--- config.mk ---
export PLATFORM = sky130hd
export DESIGN_NAME = imm_value_encoder
export DESIGN_NICKNAME = d
export VERILOG_FILES = /design/src/rtl/imm_pkg.sv /design/src/rtl/imm_value_encoder.sv
export SDC_FILE = /design/constraint.sdc
export NUM_CORES = 1
export LEC_CHECK = 0
export ABC_CLOCK_PERIOD_IN_PS = 7200
export CAP_MARGIN = 20
export CORE_MARGIN = 1
export CORE_UTILIZATION = 45
export CTS_CLUSTER_DIAMETER = 120
export DETAILED_ROUTE_END_ITERATION = 8
export PLACE_DENSITY = 0.73
export SLEW_MARGIN = 20
export SYNTH_ARGS = -nofsm -noshare
export SYNTH_HDL_FRONTEND = slang
export SYNTH_SLANG_ARGS = --single-unit
--- constraint.sdc ---
create_clock -name clk -period 7.2 [get_ports clk]
set_clock_uncertainty 0.05 [all_clocks]
set_input_delay 0.72 -clock clk [delete_from_list [all_inputs] [get_ports clk]]
set_output_delay 0.72 -clock clk [all_outputs]
set_load 0.01 [all_outputs]
--- src/rtl/imm_pkg.sv ---
// Shared constants, FSM state type and the power-on immediate table for the
// immediate value encoder.
package imm_pkg;

  localparam int VAL_W_DEF   = 8;
  localparam int DEPTH_DEF   = 32;
  localparam int INDEX_W_DEF = $clog2(DEPTH_DEF);
  localparam int IMM_N       = 25;

  typedef enum logic [1:0] {
    IDLE = 2'd0,
    SCAN = 2'd1,
    DONE = 2'd2
  } enc_state_t;

  // Power-on contents of the immediate table; entries at or beyond IMM_N are never loaded.
  function automatic logic [7:0] imm_entry(input int idx);
    logic [7:0] v;
    case (idx)
      0:       v = 8'd0;
      1:       v = 8'd1;
      2:       v = 8'd2;
      3:       v = 8'd3;
      4:       v = 8'd4;
      5:       v = 8'd5;
      6:       v = 8'd6;
      7:       v = 8'd14;
      8:       v = 8'd16;
      9:       v = 8'd30;
      10:      v = 8'd31;
      11:      v = 8'd32;
      12:      v = 8'd33;
      13:      v = 8'd60;
      14:      v = 8'd91;
      15:      v = 8'd109;
      16:      v = 8'd142;
      17:      v = 8'd170;
      18:      v = 8'd204;
      19:      v = 8'd224;
      20:      v = 8'd225;
      21:      v = 8'd240;
      22:      v = 8'd247;
      23:      v = 8'd254;
      24:      v = 8'd85;
      default: v = 8'd0;
    endcase
    return v;
  endfunction

endpackage

--- src/rtl/imm_value_encoder.sv ---
// Reverse immediate lookup: sequentially scans a writable table, one entry per
// cycle and lowest index first, for the requested value.
module imm_value_encoder
  import imm_pkg::*;
#(
  parameter int DEPTH   = DEPTH_DEF,
  parameter int VAL_W   = VAL_W_DEF,
  parameter int INDEX_W = $clog2(DEPTH)
) (
  input  logic               clk,
  input  logic               reset,
  input  logic               req_valid,
  output logic               req_ready,
  input  logic [VAL_W-1:0]   req_value,
  output logic               resp_valid,
  input  logic               resp_ready,
  output logic               resp_hit,
  output logic [INDEX_W-1:0] resp_index,
  input  logic               wr_en,
  input  logic [INDEX_W-1:0] wr_index,
  input  logic [VAL_W-1:0]   wr_value,
  input  logic               clear,
  output logic               busy,
  output logic               wr_drop
);

  enc_state_t         state_q;
  logic [INDEX_W-1:0] ptr_q;
  logic [VAL_W-1:0]   key_q;
  logic [VAL_W-1:0]   tbl_val_q [DEPTH];
  logic               tbl_vld_q [DEPTH];
  logic               resp_valid_q;
  logic               resp_hit_q;
  logic [INDEX_W-1:0] resp_index_q;
  logic               wr_drop_q;

  logic match_d;
  logic last_d;

  // Compare the entry under the scan pointer and flag the final entry.
  always_comb begin
    match_d = 1'b0;
    last_d  = 1'b0;
    if (tbl_vld_q[ptr_q] && (tbl_val_q[ptr_q] == key_q)) begin
      match_d = 1'b1;
    end else begin
      match_d = 1'b0;
    end
    if (ptr_q == INDEX_W'(DEPTH - 1)) begin
      last_d = 1'b1;
    end else begin
      last_d = 1'b0;
    end
  end

  // Search FSM, table storage and registered response outputs.
  always_ff @(posedge clk) begin
    if (reset) begin
      state_q      <= IDLE;
      ptr_q        <= '0;
      key_q        <= '0;
      resp_valid_q <= 1'b0;
      resp_hit_q   <= 1'b0;
      resp_index_q <= '0;
      wr_drop_q    <= 1'b0;
      for (int i = 0; i < DEPTH; i++) begin
        tbl_val_q[i] <= (i < IMM_N) ? VAL_W'(imm_entry(i)) : '0;
        tbl_vld_q[i] <= (i < IMM_N) ? 1'b1 : 1'b0;
      end
    end else begin
      wr_drop_q <= (wr_en || clear) && (state_q != IDLE);
      case (state_q)
        IDLE: begin
          if (clear) begin
            for (int i = 0; i < DEPTH; i++) begin
              tbl_vld_q[i] <= 1'b0;
            end
          end
          // Issued after the clear so a same-cycle write leaves its entry valid.
          if (wr_en) begin
            tbl_val_q[wr_index] <= wr_value;
            tbl_vld_q[wr_index] <= 1'b1;
          end
          if (req_valid) begin
            key_q   <= req_value;
            ptr_q   <= '0;
            state_q <= SCAN;
          end
        end
        SCAN: begin
          if (match_d) begin
            resp_hit_q   <= 1'b1;
            resp_index_q <= ptr_q;
            resp_valid_q <= 1'b1;
            state_q      <= DONE;
          end else if (last_d) begin
            resp_hit_q   <= 1'b0;
            resp_index_q <= '0;
            resp_valid_q <= 1'b1;
            state_q      <= DONE;
          end else begin
            ptr_q <= ptr_q + INDEX_W'(1);
          end
        end
        DONE: begin
          if (resp_ready) begin
            resp_valid_q <= 1'b0;
            state_q      <= IDLE;
          end
        end
        default: begin
          resp_valid_q <= 1'b0;
          state_q      <= IDLE;
        end
      endcase
    end
  end

  assign req_ready  = (state_q == IDLE);
  assign busy       = (state_q != IDLE);
  assign resp_valid = resp_valid_q;
  assign resp_hit   = resp_hit_q;
  assign resp_index = resp_index_q;
  assign wr_drop    = wr_drop_q;

endmodule

; ---- Yosys cells after proc, flatten, opt, wreduce, memory -nomap -nowiden
; Memory sizes are Yosys's and may differ from the RTL's. A register that Yosys moved wholly into a read port is not among the register bits.
; Index checks and enable logic that the tools add are counted.
[word_totals]
register_bits = 23
mem_bits_rw = 288
output_inout_bits = 10
wordCells = 158
n_memories = 2
[op_classes]
addsub = 1
eq_ne = 9
muxes = 93
bitwise = 33
n_reduce_logical = 13
[memory_table]
columns = memory, depth, width, rd, rd_clocked_by_memory_dff, wr, line
row1 = tbl_val_q, 32, 8, 1, 1, 32, imm_value_encoder.sv:30  ; logic [VAL_W-1:0] tbl_val_q [DEPTH];
row2 = tbl_vld_q, 32, 1, 1, 1, 33, imm_value_encoder.sv:31  ; logic tbl_vld_q [DEPTH];
[op_table]
columns = cell, count
row1 = 2-to-1 mux 8 bit, 26
row2 = 2-to-1 mux 1 bit, 50
row3 = 2-to-1 mux 5 bit, 10
row4 = bitwise OR 1 bit, 32
row5 = one-hot mux 5 bit (2 select lines), 1
row6 = == test 8 bit, 1
row7 = 2-to-1 mux 2 bit, 4
row8 = "!= test 2 bit, second input constant", 4
row9 = OR reduction 8 bit, 1
row10 = one-hot mux 2 bit (3 select lines), 1
row11 = AND reduction 3 bit, 2
row12 = nonzero test 2 bit, 3
row13 = "adder 5 x 1 -> 5 bit, second input constant", 1
row14 = "== test 5 bit, second input constant", 1
row15 = AND reduction 2 bit, 2
row16 = AND reduction 4 bit, 1
row17 = "!= test 3 bit, second input constant", 1
row18 = one-hot mux 1 bit (3 select lines), 1
row19 = "== test 2 x 1 -> 1 bit, second input constant", 1
row20 = "== test 2 bit, second input constant", 1
row21 = logical AND 1 bit, 2
row22 = zero test 2 bit, 1
row23 = logical OR 1 bit, 1
row24 = NOT 1 bit, 1

; ---- Longest topological paths before layout
[depth]
word_depth = 7
ltp_mapped = 13
mapped_depth_nobuf = 9

; ---- Worst setup path after synthesis
; Ideal clock, no wire load.
[synth_path]
path_type = flip-flop to flip-flop
startpoint = register with a tool-made name
endpoint = register ptr_q[2]
setup_time_ps = 70
arrival_ps = 2880
setup_slack_ps = 4200
path_stages_with_launch = 13
path_buffers = 4
path_cell_list = dfxtp_1 -> buf_2 -> buf_2 -> buf_4 -> buf_2 -> mux4_2 -> mux2i_1 -> a21oi_1 -> mux2_2 -> o211a_1 -> a41oi_4 -> mux2_2 -> a21oi_1
[synth_lines]
columns = item, line
row1 = to (signal assigned), imm_value_encoder.sv:102  ; ptr_q <= ptr_q + INDEX_W'(1);
row2 = to (decl), imm_value_encoder.sv:28  ; logic [INDEX_W-1:0] ptr_q;

==> results.yml <==
logic_synthesis:
  yosysWarnings: 0
  yosysTopAreaCellShare: 0.535
  postSynthAreaPerCell_um2: 13.6
  yosys-top-cells-area: "edfxtp_1, mux4_2, dfxtp_1, and2_1, mux2i_1"
  ys_types: 49
  synth_top_cell_by_area: "edfxtp_1"
  seq_area_frac_synth: 0.619
  syn_area_um2: 14400
  syn_inst: 1054
  synthArstFlopShare: 0
  syn-num-nets: 1083
  synth_common_cells: "edfxtp_1, and2_1, mux4_2"
  synth_seq_cells: 316
  synth_edf_count: 256
  yosys_most_used_dff: "edfxtp_1"
  yosysMostFrequentCell: "edfxtp_1"
pwr:
  switching_share: 0.226
  p_comb_frac: 0.066
  clkPwrFrac: 0.420
  power.switching_uw: 904
  p_int_mw: 3.10
  vdd_ir_drop_max_v: 0.000149
  powerDensity_nw_per_um2: 248
  seqPwrFrac: 0.514
  p_leak_nw: 5.31
routing:
  routed_wl_um: 35100
  wire_per_inst_um: 23.6
  num_vias: 8889
  antenna_left: 0
  dr.pass1.iters: 5
  first_iter_violations: 962
  drc: 0
  via_per_inst: 5.97
clocking:
  numCtsBuffers: 35
  cts_buffer_depth: 3
  htree_levels: 2
  cts_resized: 0
  cts.sinks: 316
  cts_tree: "done"
  clk_latency_ps: 510
  clk_pin_slew_worst_paths_ps: 60
  ctsRootBufferMaster: "clkbuf_16"
  hold_buffers: 0
  post-cts-setup-buffer-count: 0
sta:
  finalSetupViolCount: 0
  drv_slew: 0
  fin_ws_ps: 2760
  fin_crit_sh: 0.616
  timing.setup.tns_ps: 0
  slew_headroom: 0.300
  hold_viol: 0
  whs_ps: 397
  fmax_ghz: 0.225
  rsz0062_at_grt: "false"
  min_period_ps: 4440
  worst_pin_slew_ps: 1050
die:
  start_util: 0.456
  pin_count: 37
  rows: 65
  core-area_um2: 31500
  die_h_um: 181
  fp.dieArea_um2: 32600
  die_x_um: 181
global_route:
  grt_max_degree: 61
  overflow: 0
  grt_pass1_vias: 8622
  antenna_found_initial: 0
  grt_pass1_wl_um: 53200
  track_usage: 0.218
placed_design:
  dpl.hpwl_um: 22100
  gp_congestion: 0.869
  portBuffers: 36
  pre_cts_slack_ps: 2780
  place_inst: 1425
worst_setup_path:
  path_class: "reg -> reg"
  cp_num_cells: 9
  crit_fanout: 41
  cp_top_family: "multiplexers"
  crit_top_cell: "mux4_2"
  worstPathRequired_ps: 7580
  cp_data_arrival_time_ps: 4820
  end_kind: "flip-flop"
  cp_slowest_cell: "dfxtp_4"
  worstSetupStartpointType: "flip-flop"
  crit_buf_inv: 1
  worst_r2r_path_depth: 9
  worstPathCellList: "buf_4 -> mux4_2 -> mux4_2 -> mux2i_1 -> xor2_1 -> o21a_1 -> a41oi_4 -> mux2_2 -> a21oi_1"
  slowest_delay_ps: 850
hold_path:
  worstHoldPathCells: 1
  hold_class: "reg -> reg"
layout:
  final_util: 0.512
  multi_input_area_um2: 5100
  layout-drive-gt1-share: 0.163
  final_net_count: 1090
  fillers: 2588
  area_growth_pct: 12.2
  diodes: 0
  fin_cells: 1489
  seqCellArea_um2: 8890
run_status:
  status: "completed"
run:
  drv_cap: 0
-- worst reg2reg max path, stage by stage, from the launching register on --
cell	delay, ps
dfxtp_4	850
buf_4	700
mux4_2	670
mux4_2	470
mux2i_1	380
xor2_1	150
o21a_1	170
a41oi_4	420
mux2_2	400
a21oi_1	110
-- per-layer routing --
metal  share of wire  track usage  routed length [µm]  vias up
li1                -            -                   -     3920
met1            0.41        0.302               14300     4475
met2            0.47        0.339               16400      438
met3           0.098       0.0501                3440       56
met4           0.027       0.0704                 934        0
met5               0            0                   0        -
-- registers in the layout (all words and copies together), names as in the netlist, named ones only --
signal      cells
resp_index      5
ptr_q           5
key_q           8
resp_valid      1
wr_drop         1
tbl_val_q     256
resp_hit        1
state_q         2
tbl_vld_q      32
-- layout by cell type, fill, tap and decap left out, types with 17 or more instances in the layout --
master           count
or2_2               29
mux4_2              68
buf_4               17
nand2_1             67
nor3_1              47
or3_1               63
clkbuf_16           36
a21o_1              32
and2_1             136
nor2_1              45
edfxtp_1           256
clkdlybuf4s50_1     35
mux2i_1             41
dfxtp_1             57
a21oi_1             24
-- power groups by stage --
stage / sequential, mW / combinational (mW) / clock [mW]
detailed placement: 2.09 / 0.259 / 0
global route: 2.06 / 0.280 / 1.76
finish: 2.06 / 0.263 / 1.68
global placement: 2.09 / 0.252 / 0
floorplan: 2.07 / 0.178 / 0
CTS: 2.06 / 0.260 / 1.70
-- cells by family after synthesis --
group / count (synthesis) / share of synthesized area
adders and majority gates: 2 / 0.00174
buffers and inverters: 91 / 0.0266
DFF: 316 / 0.619
xor gates and xnor gates: 5 / 0.00305
and+or+nand+nor: 436 / 0.167
AOI/OAI and AO/OA: 92 / 0.0455
muxes: 112 / 0.138
-- cell type report --
cell class                      count  share of cell area
Tap cell                          402              0.0312
Sequential cell                   316               0.552
Clock buffer                       48              0.0593
Multi-Input combinational cell    647               0.316
Inverter                            6             0.00140
Clock inverter                     15             0.00698
Timing Repair Buffer               55              0.0334
-- stage by stage --
stage / cell area (µm²) / power (mW)
floorplan: 14400 / 2.25
global placement: 15000 / 2.34
detailed placement: 15000 / 2.35
CTS: 16100 / 4.01
global route: 16100 / 4.10
finish: 16100 / 4.00
-- final timing paths --
check	from	end	slack (ps)
worst max-delay path	flip-flop	flip-flop	2760
worst min-delay path	tbl_vld_q[29]	tbl_vld_q[29]	400
worst max register to register	flip-flop	flip-flop	2760
worst min register to register	tbl_vld_q[29]	tbl_vld_q[29]	400
Power figures use the tool's default switching activity.
